## src/rtl/disp_pkg.sv

```systemverilog
// Shared types, segment constants and the digit-to-segment lookup for display_ctrl.
package disp_pkg;

    typedef enum logic [1:0] {
        IDLE    = 2'd0,
        CONVERT = 2'd1,
        ENCODE  = 2'd2
    } state_t;

    localparam int         BCD_DIGITS = 5;
    localparam logic [6:0] SEG_BLANK  = 7'b1111111;
    localparam logic [6:0] SEG_MINUS  = 7'b0111111;

    // Active-low patterns, bit0 = segment a ... bit6 = segment g.
    function automatic logic [6:0] bcd2seg(input logic [3:0] digit);
        logic [6:0] seg;
        case (digit)
            4'd0:    seg = 7'b1000000;
            4'd1:    seg = 7'b1111001;
            4'd2:    seg = 7'b0100100;
            4'd3:    seg = 7'b0110000;
            4'd4:    seg = 7'b0011001;
            4'd5:    seg = 7'b0010010;
            4'd6:    seg = 7'b0000010;
            4'd7:    seg = 7'b1111000;
            4'd8:    seg = 7'b0000000;
            4'd9:    seg = 7'b0010000;
            default: seg = SEG_BLANK;
        endcase
        return seg;
    endfunction

endpackage

```

## src/rtl/bin2bcd_seq.sv

```systemverilog
// Sequential double-dabble: one input bit per cycle, WIDTH cycles after start.
// done rises the cycle after the last shift and holds until the next start.
module bin2bcd_seq
    import disp_pkg::*;
#(
    parameter int WIDTH = 14
) (
    input  logic                           clk,
    input  logic                           rst_n,
    input  logic                           start,
    input  logic [WIDTH-1:0]               din,
    output logic                           done,
    output logic [BCD_DIGITS-1:0][3:0]     bcd
);

    localparam int CW = $clog2(WIDTH + 1);

    logic [WIDTH-1:0]        shift;
    logic [4*BCD_DIGITS-1:0] acc;
    logic [4*BCD_DIGITS-1:0] adj;
    logic [CW-1:0]           cnt;
    logic                    running;

    // Add 3 to every digit that would exceed 9 after the next doubling.
    always_comb begin
        adj = acc;
        for (int i = 0; i < BCD_DIGITS; i++) begin
            if (acc[4*i +: 4] >= 4'd5)
                adj[4*i +: 4] = acc[4*i +: 4] + 4'd3;
        end
    end

    always_ff @(posedge clk or negedge rst_n) begin
        if (!rst_n) begin
            shift   <= '0;
            acc     <= '0;
            cnt     <= '0;
            running <= 1'b0;
            done    <= 1'b0;
        end else if (start) begin
            shift   <= din;
            acc     <= '0;
            cnt     <= CW'(WIDTH);
            running <= 1'b1;
            done    <= 1'b0;
        end else if (running) begin
            acc   <= {adj[4*BCD_DIGITS-2:0], shift[WIDTH-1]};
            shift <= {shift[WIDTH-2:0], 1'b0};
            cnt   <= cnt - 1'b1;
            if (cnt == CW'(1)) begin
                running <= 1'b0;
                done    <= 1'b1;
            end
        end
    end

    assign bcd = acc;

endmodule

```

## src/rtl/display_ctrl.sv

```systemverilog
// Round-robin arbiter between entry/result sources, BCD conversion and 7-segment encoding.
// Optional leading-zero blanking is enabled by defining DISP_LZ_BLANK_EN.
module display_ctrl
    import disp_pkg::*;
#(
    parameter int WIDTH = 14
) (
    input  logic             clk,
    input  logic             rst_n,
    input  logic             entryValid,
    input  logic [WIDTH-1:0] entryValue,
    output logic             entryReady,
    input  logic             resultValid,
    input  logic [WIDTH-1:0] resultValue,
    input  logic             resultNeg,
    output logic             resultReady,
    output logic [6:0]       displayBits [3:0],
    output logic             busy,
    output logic             srcSel
);

    state_t                      state;
    logic                        last_res;
    logic                        sign_q;
    logic                        src_q;
    logic                        idle;
    logic                        tie;
    logic                        ent_hs;
    logic                        res_hs;
    logic                        hs;
    logic [WIDTH-1:0]            din;
    logic                        conv_done;
    logic [BCD_DIGITS-1:0][3:0]  bcd;
    logic                        ovf;
    logic [6:0]                  seg_next [3:0];
`ifdef DISP_LZ_BLANK_EN
    logic                        lead;
`endif

    assign idle = (state == IDLE);
    assign tie  = entryValid && resultValid;

    // On a tie the source not granted last time wins; the loser sees ready low.
    assign entryReady  = idle && !(tie && !last_res);
    assign resultReady = idle && !(tie && last_res);
    assign ent_hs      = entryValid && entryReady;
    assign res_hs      = resultValid && resultReady;
    assign hs          = ent_hs || res_hs;
    assign din         = res_hs ? resultValue : entryValue;

    bin2bcd_seq #(.WIDTH(WIDTH)) u_bin2bcd (
        .clk   (clk),
        .rst_n (rst_n),
        .start (hs),
        .din   (din),
        .done  (conv_done),
        .bcd   (bcd)
    );

    // Digit 4 set, or a negative magnitude above 999, cannot fit in four digits.
    always_comb begin
        ovf = (bcd[4] != 4'd0) || (sign_q && (bcd[3] != 4'd0));
        for (int i = 0; i < 4; i++)
            seg_next[i] = bcd2seg(bcd[i]);
`ifdef DISP_LZ_BLANK_EN
        lead = 1'b1;
        for (int i = 3; i >= 1; i--) begin
            if (lead && (bcd[i] == 4'd0))
                seg_next[i] = SEG_BLANK;
            else
                lead = 1'b0;
        end
`endif
        if (sign_q)
            seg_next[3] = SEG_MINUS;
        if (ovf) begin
            for (int i = 0; i < 4; i++)
                seg_next[i] = SEG_MINUS;
        end
    end

    always_ff @(posedge clk or negedge rst_n) begin
        if (!rst_n) begin
            state    <= IDLE;
            busy     <= 1'b0;
            srcSel   <= 1'b0;
            last_res <= 1'b0;
            sign_q   <= 1'b0;
            src_q    <= 1'b0;
            for (int i = 0; i < 4; i++)
                displayBits[i] <= SEG_BLANK;
        end else begin
            case (state)
                IDLE: begin
                    if (hs) begin
                        sign_q   <= res_hs && resultNeg;
                        src_q    <= res_hs;
                        last_res <= res_hs;
                        busy     <= 1'b1;
                        state    <= CONVERT;
                    end
                end
                CONVERT: begin
                    if (conv_done)
                        state <= ENCODE;
                end
                ENCODE: begin
                    for (int i = 0; i < 4; i++)
                        displayBits[i] <= seg_next[i];
                    srcSel <= src_q;
                    busy   <= 1'b0;
                    state  <= IDLE;
                end
                default: state <= IDLE;
            endcase
        end
    end

endmodule

```

## config.mk

```make
export PLATFORM = sky130hd
export DESIGN_NAME = display_ctrl
export DESIGN_NICKNAME = d
export VERILOG_FILES = /design/src/rtl/disp_pkg.sv /design/src/rtl/bin2bcd_seq.sv /design/src/rtl/display_ctrl.sv
export SDC_FILE = /design/constraint.sdc
export NUM_CORES = 1
export LEC_CHECK = 0
export CAP_MARGIN = 30
export CORE_ASPECT_RATIO = 1.4
export CORE_MARGIN = 10
export CORE_UTILIZATION = 49
export CTS_CLUSTER_DIAMETER = 30
export DETAILED_ROUTE_END_ITERATION = 12
export GPL_TIMING_DRIVEN = 0
export PLACE_DENSITY = 0.77
export SLEW_MARGIN = 5
export SYNTH_ARGS = -nofsm -noshare
export SYNTH_HDL_FRONTEND = slang
export SYNTH_SLANG_ARGS = --single-unit
```

## constraint.sdc

```tcl
create_clock -name clk -period 2 [get_ports clk]
set_clock_uncertainty 0.15 [all_clocks]
set_input_delay 0.4 -clock clk [delete_from_list [all_inputs] [get_ports clk]]
set_output_delay 0.4 -clock clk [all_outputs]
set_load 0.02 [all_outputs]
```

# --- Word level (Yosys, flattened, before mapping) ---
# Memories as Yosys holds them, arrays and structs flattened.
# Cells that the tools add are included.
totals:
  regBits: 74
  romBits: 448
  input_bits: 33
  out_inout_bits: 32
  memories: 4
op_classes:
  add_sub_neg: 6
  order_cmp: 5
  n_eq_ne: 5
  mux: 25
  reduce_logical: 24
memory_table:
  columns: ["memory", "words", "width", "rd", "rd_ports_with_merged_regs", "write_ports", "line", "text"]
  rows:
  - ["(name not given)", 16, 7, 1, 0, 0, "disp_pkg.sv:17", "case (digit)"]
  - ["(name not given)", 16, 7, 1, 0, 0, "disp_pkg.sv:17", null]
  - ["(name not given)", 16, 7, 1, 0, 0, "disp_pkg.sv:17", null]
  - ["(name not given)", 16, 7, 1, 0, 0, "disp_pkg.sv:17", null]
op_table:
  columns: ["op", "n"]
  rows:
  - ["two-way mux 14 bit", 3]
  - ["two-way mux 20 bit", 2]
  - ["two-way mux 28 bit", 1]
  - ["two-way mux 4 bit", 6]
  - ["greater-or-equal comparator 4 x 3 -> 1 bit, second input constant", 5]
  - ["adder 4 x 2 -> 4 bit, second input constant", 4]
  - ["logical AND 1 bit", 9]
  - ["AND reduction 2 bit", 4]
  - ["nonzero test 4 bit", 2]
  - ["two-way mux 1 bit", 7]
  - ["two-way mux 7 bit", 1]
  - ["nonzero test 2 bit", 3]
  - ["== test 4 x 1 -> 1 bit, second input constant", 1]
  - ["two-way mux 2 bit", 2]
  - ["!= test 2 x 1 -> 1 bit, second input constant", 2]
  - ["one-hot mux 2 bit (2 select lines)", 1]
  - ["subtractor 4 x 1 -> 4 bit, second input constant", 1]
  - ["adder 3 x 2 -> 3 bit, second input constant", 1]
  - ["zero test 1 bit", 3]
  - ["two-way mux 3 bit", 1]
  - ["== test 2 x 1 -> 1 bit, second input constant", 1]
  - ["== test 2 bit, second input constant", 1]
  - ["zero test 2 bit", 1]
  - ["logical OR 1 bit", 2]
  - ["one-hot mux 1 bit (2 select lines)", 1]

# --- Logic depth before layout (Yosys ltp) ---
depth:
  depth_word: 8
  ltp_mapped: 7
  mapped_depth_nobuf: 6

# --- Modules after synthesis ---
# A second synthesis with hierarchy kept.
unflattened:
  hier_cells: 464
  area_unflattened_um2: 4460.5
modules_own_cells:
  columns: ["module", "instances", "cells_each", "area_per_inst_um2", "seq_area_each_um2"]
  rows:
  - ["display_ctrl", 1, 241, 2260.9, 885.8]
  - ["bin2bcd_seq", 1, 223, 2199.6, 1001.0]

# --- Worst setup path after synthesis ---
# Ideal clock, no wire load.
synth_timing:
  kind: "reg-to-reg"
  from: "register u_bin2bcd.acc[13] (netlist: u_bin2bcd.bcd[13])"
  to: "register displayBits[10] (netlist bit)"
  setup_ns: 0.080
  t_arrival_ns: 1.930
  required_time_ns: 1.770
  path_slack_ns: -0.159
  path_stages_with_launch: 8
  cell_sequence: "dfrtp_1 > inv_1 > ha_1 > or3b_4 > a2111oi_4 > buf_6 > nand2_2 > o22a_1"
synth_via:
  elab_chain_cells: 4
synth_rtl:
  columns: ["item", "line", "text"]
  rows:
  - ["start: declaration", "bin2bcd_seq.sv:19", "logic [4*BCD_DIGITS-1:0] acc;"]
  - ["start signal: assignment", "bin2bcd_seq.sv:47", "acc <= {adj[4*BCD_DIGITS-2:0], shift[WIDTH-1]};"]
  - ["nonzero test 4 bit", "display_ctrl.sv:62", "ovf = (bcd[4] != 4'd0) || (sign_q && (bcd[3] != 4'd0));"]
  - ["logical AND 1 bit", "display_ctrl.sv:62", null]
  - ["logical OR 1 bit", "display_ctrl.sv:62", null]
  - ["two-way mux 28 bit", "display_ctrl.sv:76", "if (ovf) begin"]
  - ["end signal: indexed assignment", "display_ctrl.sv:109", "displayBits[i] <= seg_next[i];"]
  - ["end: declaration", "display_ctrl.sv:17", "output logic [6:0] displayBits [3:0],"]
# No other way between the ends.
# A chain may end at the register's enable or synchronous reset.

# --- Final worst setup path ---
layout_timing:
  from: "register u_bin2bcd.acc[12] (netlist: u_bin2bcd.bcd[12])"
  to: "register displayBits[7] (netlist bit)"
# Same word-level chain as after synthesis.

==> out/qor.txt <==
WHS Path Cells -> 1
Synth top area share -> 27.7%
Post-Place Cells -> 635
First-pass GRT wire length -> 17800 um
Post-Syn Instances -> 468
Filler instances -> 685
Seq/Total Area, Yosys -> 45.4%
CTS buffer count -> 9
Hold Path End -> state[0]
Clk slew on worst S/H paths -> 0.06 ns
Largest area contributor in the netlist -> dfrtp_1
Clock tree sinks -> 74
Via density -> 5.62
CTS Buffer Depth -> 2
Outcome -> finished, violations left
DP Wirelength -> 7700 um
Total Wirelength -> 11200 um
Die Wd -> 97.8 um
CTS tree -> built
RR Endpoint -> displayBits[7]
Final #Nets -> 613
Synth unique cells -> 43
RSZ-0062 raised after global routing -> yes
Max-Slew Margin vs Limit -> 58.6%
Slew at the pin closest to its max-slew limit -> 0.621 ns
Rows -> 39
DIE AREA -> 12600 um^2
Remaining Overflow, GRT -> 0
Worst Hold Slack -> 0.320 ns
Worst R2R Start -> u_bin2bcd.bcd[12]
Skew-Pair Late Insertion Delay -> 0.34 ns
CP endpoint kind -> flop
Iteration-0 DRC Markers -> 183
HP Start -> u_bin2bcd.done
Initial core utilization -> 50.7%
GR Layer Usage met2 -> 30.6%
Syn_area_per_cell -> 8.87 um^2
Sequential power share -> 31.4%
Syn nets -> 525
Pwr Density -> 1640 nW/um^2
Total GRT Usage -> 17.2%
Setup violators final -> 19
Reg-to-reg slack, setup -> -0.13 ns
Worst EP arrival -> 2.25 ns
Peak Freq -> 0.471 GHz
DR DRC count -> 0
Clk root buf -> clkbuf_16
Worst Path Max Fanout -> 5
Final min period -> 2.13 ns
Via count -> 3723
CORE AREA -> 8200 um^2
Largest net degree at the start of global routing -> 47
Crit Path Category -> flop to flop
Int Power -> 0.00527 W
Final worst slack -> -0.125 ns
Hold Vio Cnt, Final -> 0
Sw frac -> 41.2%
Initial antenna violation count -> 0
Hold Path Class -> flop to flop
Vias in the first global route -> 3719
Logic pwr share -> 49.1%
Clock share of power -> 19.5%
Synth warnings -> 0
Fraction of layout cells with a size suffix above 1 -> 17.6%
Synth area leaders -> dfrtp_1 28%, dfstp_2 18%, ha_1 7.2%
Max Slew Vio Count -> 0
Area Growth Syn to Fin -> 31.5%
Worst Setup Start Kind -> flop
Die height -> 129 um
Worst Path Required -> 2.12 ns
#FFs+latches synth -> 74
Worst R2R Path Depth -> 8
Placement Setup Slack -> -0.478 ns
DR WL/cell -> 16.8 um
Clock H-tree levels -> 3
Ant. Diodes -> 0
Met1 GRT Util -> 18.6%
Failing checks -> setup timing
GPL Wtd Cong -> 0.889
Worst vdd ir -> 0.893 mV
Max-cap viol count -> 0
Post-DRT Antenna Nets -> 0
IO buf count -> 64
Final period util -> 106%
Non-Filler Instances -> 663
Leak -> 2.25 nW
Global route hottest layer -> met2
Initial DRT Pass Iterations -> 4
Netlist Area Pre-Place -> 4150 um^2
Num ports -> 65
Routing usage on met3 -> 5.20%
Sw Pwr -> 0.00369 W
worst max-delay path by stage:
stage,from,cells past startpoint,to
6_report,u_bin2bcd.bcd[12],8,displayBits[7]
5_1_grt,u_bin2bcd.bcd[12],8,displayBits[10]
4_1_cts,u_bin2bcd.bcd[12],8,displayBits[7]
3_5_place_dp,entryValid,7,u_bin2bcd.shift[13]
3_3_place_gp,rst_n,1,u_bin2bcd.bcd[11]
2_1_floorplan,u_bin2bcd.bcd[13],7,displayBits[10]
metal layers:
metal | up-vias | wire length (um)
li1 | 1824 | -
met4 | 0 | 220
met2 | 94 | 5810
met1 | 1790 | 4540
met5 | - | 0
met3 | 15 | 582
cells in the mapped netlist, drive strengths merged:
master	count
nand2	61
o21ai	47
dfrtp	46
a21oi	44
nor2	37
clkbuf	28
dfstp	28
ha	24
nor3	22
inv	19
a31oi	17
nand2b	14
o22a	9
nor3b	5
nor4	5
a22o	4
buf	4
mux2i	4
nand3	4
nand4	4
nor2b	4
xor2	4
a211oi	3
a221o	3
o21a	3
o311ai	3
or4	3
xnor2	3
and2	2
and3	2
mux2	2
nand3b	2
or3	2
a2111oi	1
a21o	1
a311oi	1
o211ai	1
or2	1
or3b	1
per-stage QoR:
step | setup TNS, ns | utilization (%) | instance area, um^2 | total power (W)
4_1_cts | -1.30 | 65.3 | 5360 | 0.00875
5_1_grt | -2.32 | 66.6 | 5460 | 0.00961
3_5_place_dp | -20.40 | 60.5 | 4960 | 0.00701
3_3_place_gp | -149.84 | 60.2 | 4930 | 0.00682
6_report | -1.07 | 66.6 | 5460 | 0.00896
2_1_floorplan | -0.0213 | - | 4170 | 0.00566
cells in the final DEF (no fill, tap or decap), types with 9 or more instances in the layout:
cell type        Yosys  final
nand2_1             60     58
o21ai_0             47     47
a21oi_1             44     41
dfrtp_1             46     40
nor2_1              37     36
clkdlybuf4s50_1      0     31
dfstp_2             28     28
dlygate4sd2_1        0     28
nor3_1              22     22
ha_1                24     22
clkbuf_1            28     19
inv_1               19     17
a31oi_1             17     16
buf_4                0     14
nand2b_1            14     12
o22a_1               9      9
clkbuf_16            0      9
state kept, by name (all words and copies together) (netlist names):
register and count:
busy 1, displayBits 28, sign_q 1, srcSel 1, src_q 1, state 2
u_bin2bcd.bcd 20, u_bin2bcd.cnt 4, u_bin2bcd.done 1, u_bin2bcd.running 1, u_bin2bcd.shift 14
cells by family after synthesis:
logic type                 synth area share, %
xor gates and xnor gates                  1.48
and+or+nand+nor                           19.4
buffers and inverters                     5.00
AOI/OAI and AO/OA                         19.9
adders and majority gates                 7.23
DFF                                       45.4
muxes                                     1.51
final cells by class:
type	instances	area, um^2	share of cell area (%)
clock inverter	5	77.6	1.42
timing repair buffer	79	752	13.8
buffer	30	145	2.66
clock buffer	11	243	4.45
multi-input combinational	343	2140	39.3
sequential	74	1890	34.7
tap	102	128	2.34
inverter	19	76.3	1.40
power groups by stage:
| stage | sequential [W] | clock, W | combinational, W |
|---|---|---|---|
| after floorplan | 0.00296 | 0 | 0.00270 |
| after global placement | 0.00277 | 0 | 0.00405 |
| after detailed placement | 0.00281 | 0 | 0.00420 |
| after CTS | 0.00278 | 0.00176 | 0.00421 |
| after global routing | 0.00291 | 0.00182 | 0.00489 |
| final | 0.00282 | 0.00174 | 0.00440 |
what timing repair did:
action | 4_1_cts | 5_1_grt
setup buffers | 8 | 6
pin swaps | 6 | 6
endpoints found under the hold margin | 11 | 0
hold buffers | 1 | 0
setup endpoints to repair | 84 | 48
gates resized for setup | 52 | 23
worst max-delay path, stage by stage (launching register included):
cell,delay (ns)
dfrtp_2,0.43
inv_4,0.07
ha_4,0.13
or3b_4,0.39
a2111oi_4,0.33
buf_4,0.21
buf_8,0.12
nand2_4,0.04
o22a_1,0.18
Power figures use the tool's default switching activity.
==> patch 1: new RTL, same flow settings <==
`WIDTH` is set to 14 in 2 places; all go to 28.
--- a/src/rtl/bin2bcd_seq.sv
+++ b/src/rtl/bin2bcd_seq.sv
@@ -5,3 +5,3 @@
 #(
-    parameter int WIDTH = 14
+    parameter int WIDTH = 28
 ) (
--- a/src/rtl/display_ctrl.sv
+++ b/src/rtl/display_ctrl.sv
@@ -5,3 +5,3 @@
 #(
-    parameter int WIDTH = 14
+    parameter int WIDTH = 28
 ) (
Ports: changed (resized entryValue and resultValue); port bits go from 65 to 93. The function was not compared with the original's and may differ.
==> patch 1 against the original RTL <==
  * The flow still finishes with violations (setup timing)
  * Count of clock-buffer cells in the layout increased by 5
  * Sequential cell count increased by 15
  * Synthesized area increased by 21%
  * Cell area increased by 21%
  * Power increased by 15%
  * Wire length increased by 27%
  * Non-clock buffer count increased by 35
  * Sequential power increased by 26%
  * Setup slack improved by 0.11 ns
  * Critical path type unchanged
  * Largest cell class unchanged
==> patch 1: results (changes against the original RTL) <==
- Outcome: finished, violations left
- Failing checks: setup timing
- Peak supply drop: 0.604 mV (-32%)
- Sequential fraction of the synthesis area: 0.449 (-0.00583)
- Worst-path clk slew: 0.06 ns (about the same)
- GRT Util Overall: 0.189 (+0.0165)
- Vias: 4692 (+26%)
- Root Driver: clkbuf_16
- Pre-antenna DRT Iters: 5 (+1)
- Worst min-delay path class: register to register
- Setup Viol. Count Final: 9 (-10)
- H-tree Lvls: 3 (unchanged)
- R2R cell count: 7 (-1)
- Antenna Cells: 0 (unchanged)
- Hold Path Stages: 2 (+1)
- Leakage: 2.87 nW (+27%)
- Initial DRC Count: 268 (+46%)
- Top cells by area, synth: dfrtp_1, dfstp_2, ha_1
- Clock Latency Late Sink: 0.35 ns
- Pre-CTS WS: -0.975 ns (-0.497 ns)
- Slew HR: 0.506 (-0.0792)
- First-pass GRT wire length: 23.3 mm (+31%)
- Worst Path Arrival: 2.14 ns (-0.11 ns)
- Largest net degree at the start of global routing: 68 (+45%)
- Worst path slowest cell: dfrtp_2
- Net Count, Synth: 655 (+25%)
- Final nets: 767 (+25%)
- Hold Path Origin: u_bin2bcd.shift[12]$_DFFE_PN0P_
- Async SR Flop Fraction: 1.00 (unchanged)
- Vias per inst: 5.71 (+1.6%)
- Congestion Overflow GR: 0 (unchanged)
- Clock Path Buffers: 2 (unchanged)
- Placed Cells: 797 (+26%)
- Hpwl dp: 10.5 mm (+36%)
- Routability cong.: 0.961 (+8.1%)
- Number of global-route vias before repair: 4820 (+30%)
- Smallest setup slack after layout: -0.0194 ns (+0.106 ns)
- Gate Count Post-Synth: 570 (+22%)
- FILL cells: 851 (+24%)
- Distinct cells, synth: 51 (+19%)
- Worst-path fanout max: 7 (+2)
- Largest stage delay, worst path: 0.41 ns (-0.02 ns)
- Layout cells sized above 1: 0.147 (-0.0295)
- Worst setup path startpoint: u_bin2bcd.bcd[12]$_DFFE_PN0P_
- EDFF count, synth: 0 (unchanged)
- Aggregate routed wire length: 14.2 mm (+27%)
- Initial antenna violation count: 0 (unchanged)
- Most frequent cells after synthesis: nor2_1, dfrtp_1, a21oi_1
- Port Buf Inserts: 91 (+42%)
## patch 1: cell count changes in the layout (fill, tap and decap cells not counted), moves of 8 or more
| cell | delta |
|---|---|
| inv_1 | +15 |
| o211ai_1 | +14 |
| nand2_1 | -22 |
| nor3_1 | -9 |
| clkdlybuf4s50_1 | +28 |
| a31oi_1 | -8 |
| dfrtp_1 | +18 |
| a21oi_1 | +11 |
| a22o_1 | +15 |
| nor2_1 | +40 |
## patch 1: kinds of logic after synthesis
kind of cell / Yosys count / synth area share
AOI/OAI and AO/OA: 198 / 0.253
and+or+nand+nor: 168 / 0.153
DFF: 89 / 0.449
buffers and inverters: 78 / 0.0623
adders and majority gates: 24 / 0.0595
xor gates and xnor gates: 7 / 0.0122
muxes: 6 / 0.0119
## patch 1: per-layer routing
metal | track usage | wire (um) | share of wire
met5 | 0 | 0 | 0
met4 | 0.0772 | 385 | 0.027
met3 | 0.0560 | 975 | 0.069
met2 | 0.338 | 7330 | 0.52
met1 | 0.200 | 5520 | 0.39
## patch 1: repair_timing
item | 4_1_cts | 5_1_grt
hold buffers | 1 | 0
cloned | 0 | 1
pin swaps | 6 | 1
endpoints found under the hold margin | 19 | 0
buffers inserted | 9 | 2
gates resized for setup | 59 | 28
endpoints found under the setup margin | 97 | 71
## patch 1: worst paths after layout
path / to / slack (ns)
setup reg to reg: displayBits[1]$_DFFE_PN1P_ / -0.02
min in group asynchronous: u_bin2bcd.bcd[0]$_DFFE_PN0P_ / 0.35
setup / recovery: displayBits[1]$_DFFE_PN1P_ / -0.02
max in group asynchronous: displayBits[21]$_DFFE_PN1P_ / 0.68
hold / removal: u_bin2bcd.shift[12]$_DFFE_PN0P_ / 0.33
hold reg to reg: u_bin2bcd.shift[12]$_DFFE_PN0P_ / 0.33
## patch 1: worst register-to-register path, delay by kind of cell (launching register included)
kind / cells / cell delay (ns)
fa+ha+maj: 1 / 0.13
simple gates: 2 / 0.48
buf+inv: 2 / 0.29
flops: 1 / 0.41
compound gates: 2 / 0.49
## patch 1: cell type report
cell class / instances / area (sq um) / share of cell area
Tap cell: 135 / 169 / 0.0255
Buffer: 39 / 209 / 0.0315
Timing Repair Buffer: 105 / 1010 / 0.152
Clock buffer: 16 / 272 / 0.0410
Sequential cell: 89 / 2270 / 0.342
Inverter: 35 / 131 / 0.0198
Multi-Input combinational cell: 403 / 2570 / 0.388
## patch 1: stage by stage
step                      area (sq um)  total power [W]  TNS (ns)
final                             6620           0.0103   -0.0849
after global routing              6620           0.0111    -0.996
after CTS                         6520           0.0102    -0.181
after detailed placement          6170          0.00869    -33.01
after global placement            6140          0.00848   -247.87
after floorplan                   5060          0.00699     -1.21
## patch 1: power breakdown
group          switching [W]  internal, W
Clock               0.000672     0.000914
Sequential          0.000695      0.00286
Combinational        0.00294      0.00223
==> patch 2: new RTL, config.mk and constraints unchanged <==
Without the edit above. Re-encode `state_t` (3 states) as one-hot, 3 bits wide.
--- a/src/rtl/disp_pkg.sv
+++ b/src/rtl/disp_pkg.sv
@@ -3,6 +3,6 @@
 
-    typedef enum logic [1:0] {
-        IDLE    = 2'd0,
-        CONVERT = 2'd1,
-        ENCODE  = 2'd2
+    typedef enum logic [2:0] {
+        IDLE    = 3'b001,
+        CONVERT = 3'b010,
+        ENCODE  = 3'b100
     } state_t;
Check against the original RTL: no difference found for any inputs over 10 cycles, from zero or initial values and one cycle with rst_n low; not proved beyond that.
==> patch 2 against the original RTL <==
  * The flow still finishes with violations (setup timing)
  * Setup slack improved by 0.055 ns
  * Synthesized area rose by 4.1%
  * Sequential share of layout area rose by 0.24 points
  * Register-to-register slack improved by 0.19 ns
  * First-iteration DRC count rose by 15%
  * Wire length fell by 7.1%
  * Clock power rose by 6%
  * Maximum frequency rose by 2.6%
  * Cell area rose by 0.50%
  * Sequential cell count rose by 1
  * Power fell by 1.9%
  * Highest routed layer unchanged
==> patch 2: results (changes against the original RTL) <==
- Outcome: finished, violations left
- Failing checks: setup timing
- Worst-path fanout max: 3 (-2)
- Hold path endpoint: state[2]$_DFFE_PN0P_
- First-pass GRT wire length: 17.7 mm (-0.62%)
- Largest net degree at the start of global routing: 41 (-13%)
- Per-cell routed wire length: 15.7 um (-6.8%)
- Worst slew pin tran: 0.578 ns (-0.0437 ns)
- Sequential fraction of the synthesis area: 0.443 (-0.0118)
- Layout cells sized above 1: 0.183 (+0.00698)
- Number of global-route vias before repair: 3828 (+2.9%)
- Placed Cells: 641 (+0.94%)
- Distinct cells, synth: 42 (-2.3%)
- Hpwl dp: 7.73 mm (+0.44%)
- Clock power share: 0.211 (+0.016)
- Vias per inst: 5.54 (-1.3%)
- Pint: 0.00530 W (+0.55%)
- Peak supply drop: 0.846 mV (-5.3%)
- Final nets: 608 (-0.82%)
- Most frequent cell after synthesis: a21oi_1
- Leakage: 2.59 nW (+15%)
- Setup slack, reg-to-reg: 0.06 ns (+0.19 ns)
- Hold_ws: 0.324 ns (+0.00351 ns)
- GRT Util Overall: 0.162 (-0.00969)
- Critical path's top delay family: flip-flops
- Largest stage delay, worst path: 0.53 ns (+0.10 ns)
- Setup Viol. Count Final: 2 (-17)
- Smallest setup slack after layout: -0.0706 ns (+0.0548 ns)
- Reg-to-Reg End: displayBits[5]$_DFFE_PN1P_
- FILL cells: 759 (+11%)
- Worst Path Arrival: 1.52 ns (-0.73 ns)
- Routability cong.: 0.886 (-0.34%)
- Tot Pwr: 0.00879 W (-1.9%)
==> patch 2: through the flow <==
step	util	area (sq um)	setup WS, ns
5_1_grt	0.637	5490	-0.144
3_5_place_dp	0.594	5110	-0.360
2_1_floorplan	-	4320	0.217
6_report	0.637	5490	-0.0706
3_3_place_gp	0.592	5090	-2.08
4_1_cts	0.634	5460	-0.0951
==> patch 2: kinds of logic after synthesis <==
kind of cell,share of synthesized area
AOI/OAI and AO/OA,0.213
and+or+nand+nor,0.144
DFF,0.443
buffers and inverters,0.0582
muxes,0.0588
adders and majority gates,0.0695
xor gates and xnor gates,0.0142
==> patch 2: worst max-delay path by stage <==
stage / depth (start not counted) / end
floorplan: 3 / entryReady
global placement: 1 / busy$_DFFE_PN0P_
detailed placement: 4 / resultReady
CTS: 4 / resultReady
global route: 4 / entryReady
finish: 4 / entryReady
==> patch 2: timing repair <==
| action | 4_1_cts | 5_1_grt |
|---|---|---|
| buffers inserted | 2 | 1 |
| resized for setup | 48 | 7 |
| pin swaps | 0 | 1 |
| endpoints found under the hold margin | 13 | 0 |
| hold buffers | 1 | 0 |
| gates cloned | 0 | 0 |
| setup endpoints to repair | 43 | 17 |
==> patch 2: per-layer routing <==
layer,vias up,GRT usage,wire length (um),part of all wire
met3,17,0.0561,683,0.066
met5,-,0,0,0
met1,1744,0.169,4090,0.39
met2,92,0.283,5350,0.52
li1,1809,-,-,-
met4,0,0.0719,247,0.024
==> patch 2: cell type report <==
type                    instances  area [sq um]  area share
multi-input cells             341          2190       0.399
flip-flops and latches         75          1920       0.349
repair buffers                 69           651       0.119
clock buffers                  11           243      0.0442
plain buffers                  30           160      0.0292
well taps                     105           131      0.0239
clock inverters                 5           100      0.0182
inverters                      25          93.8      0.0171
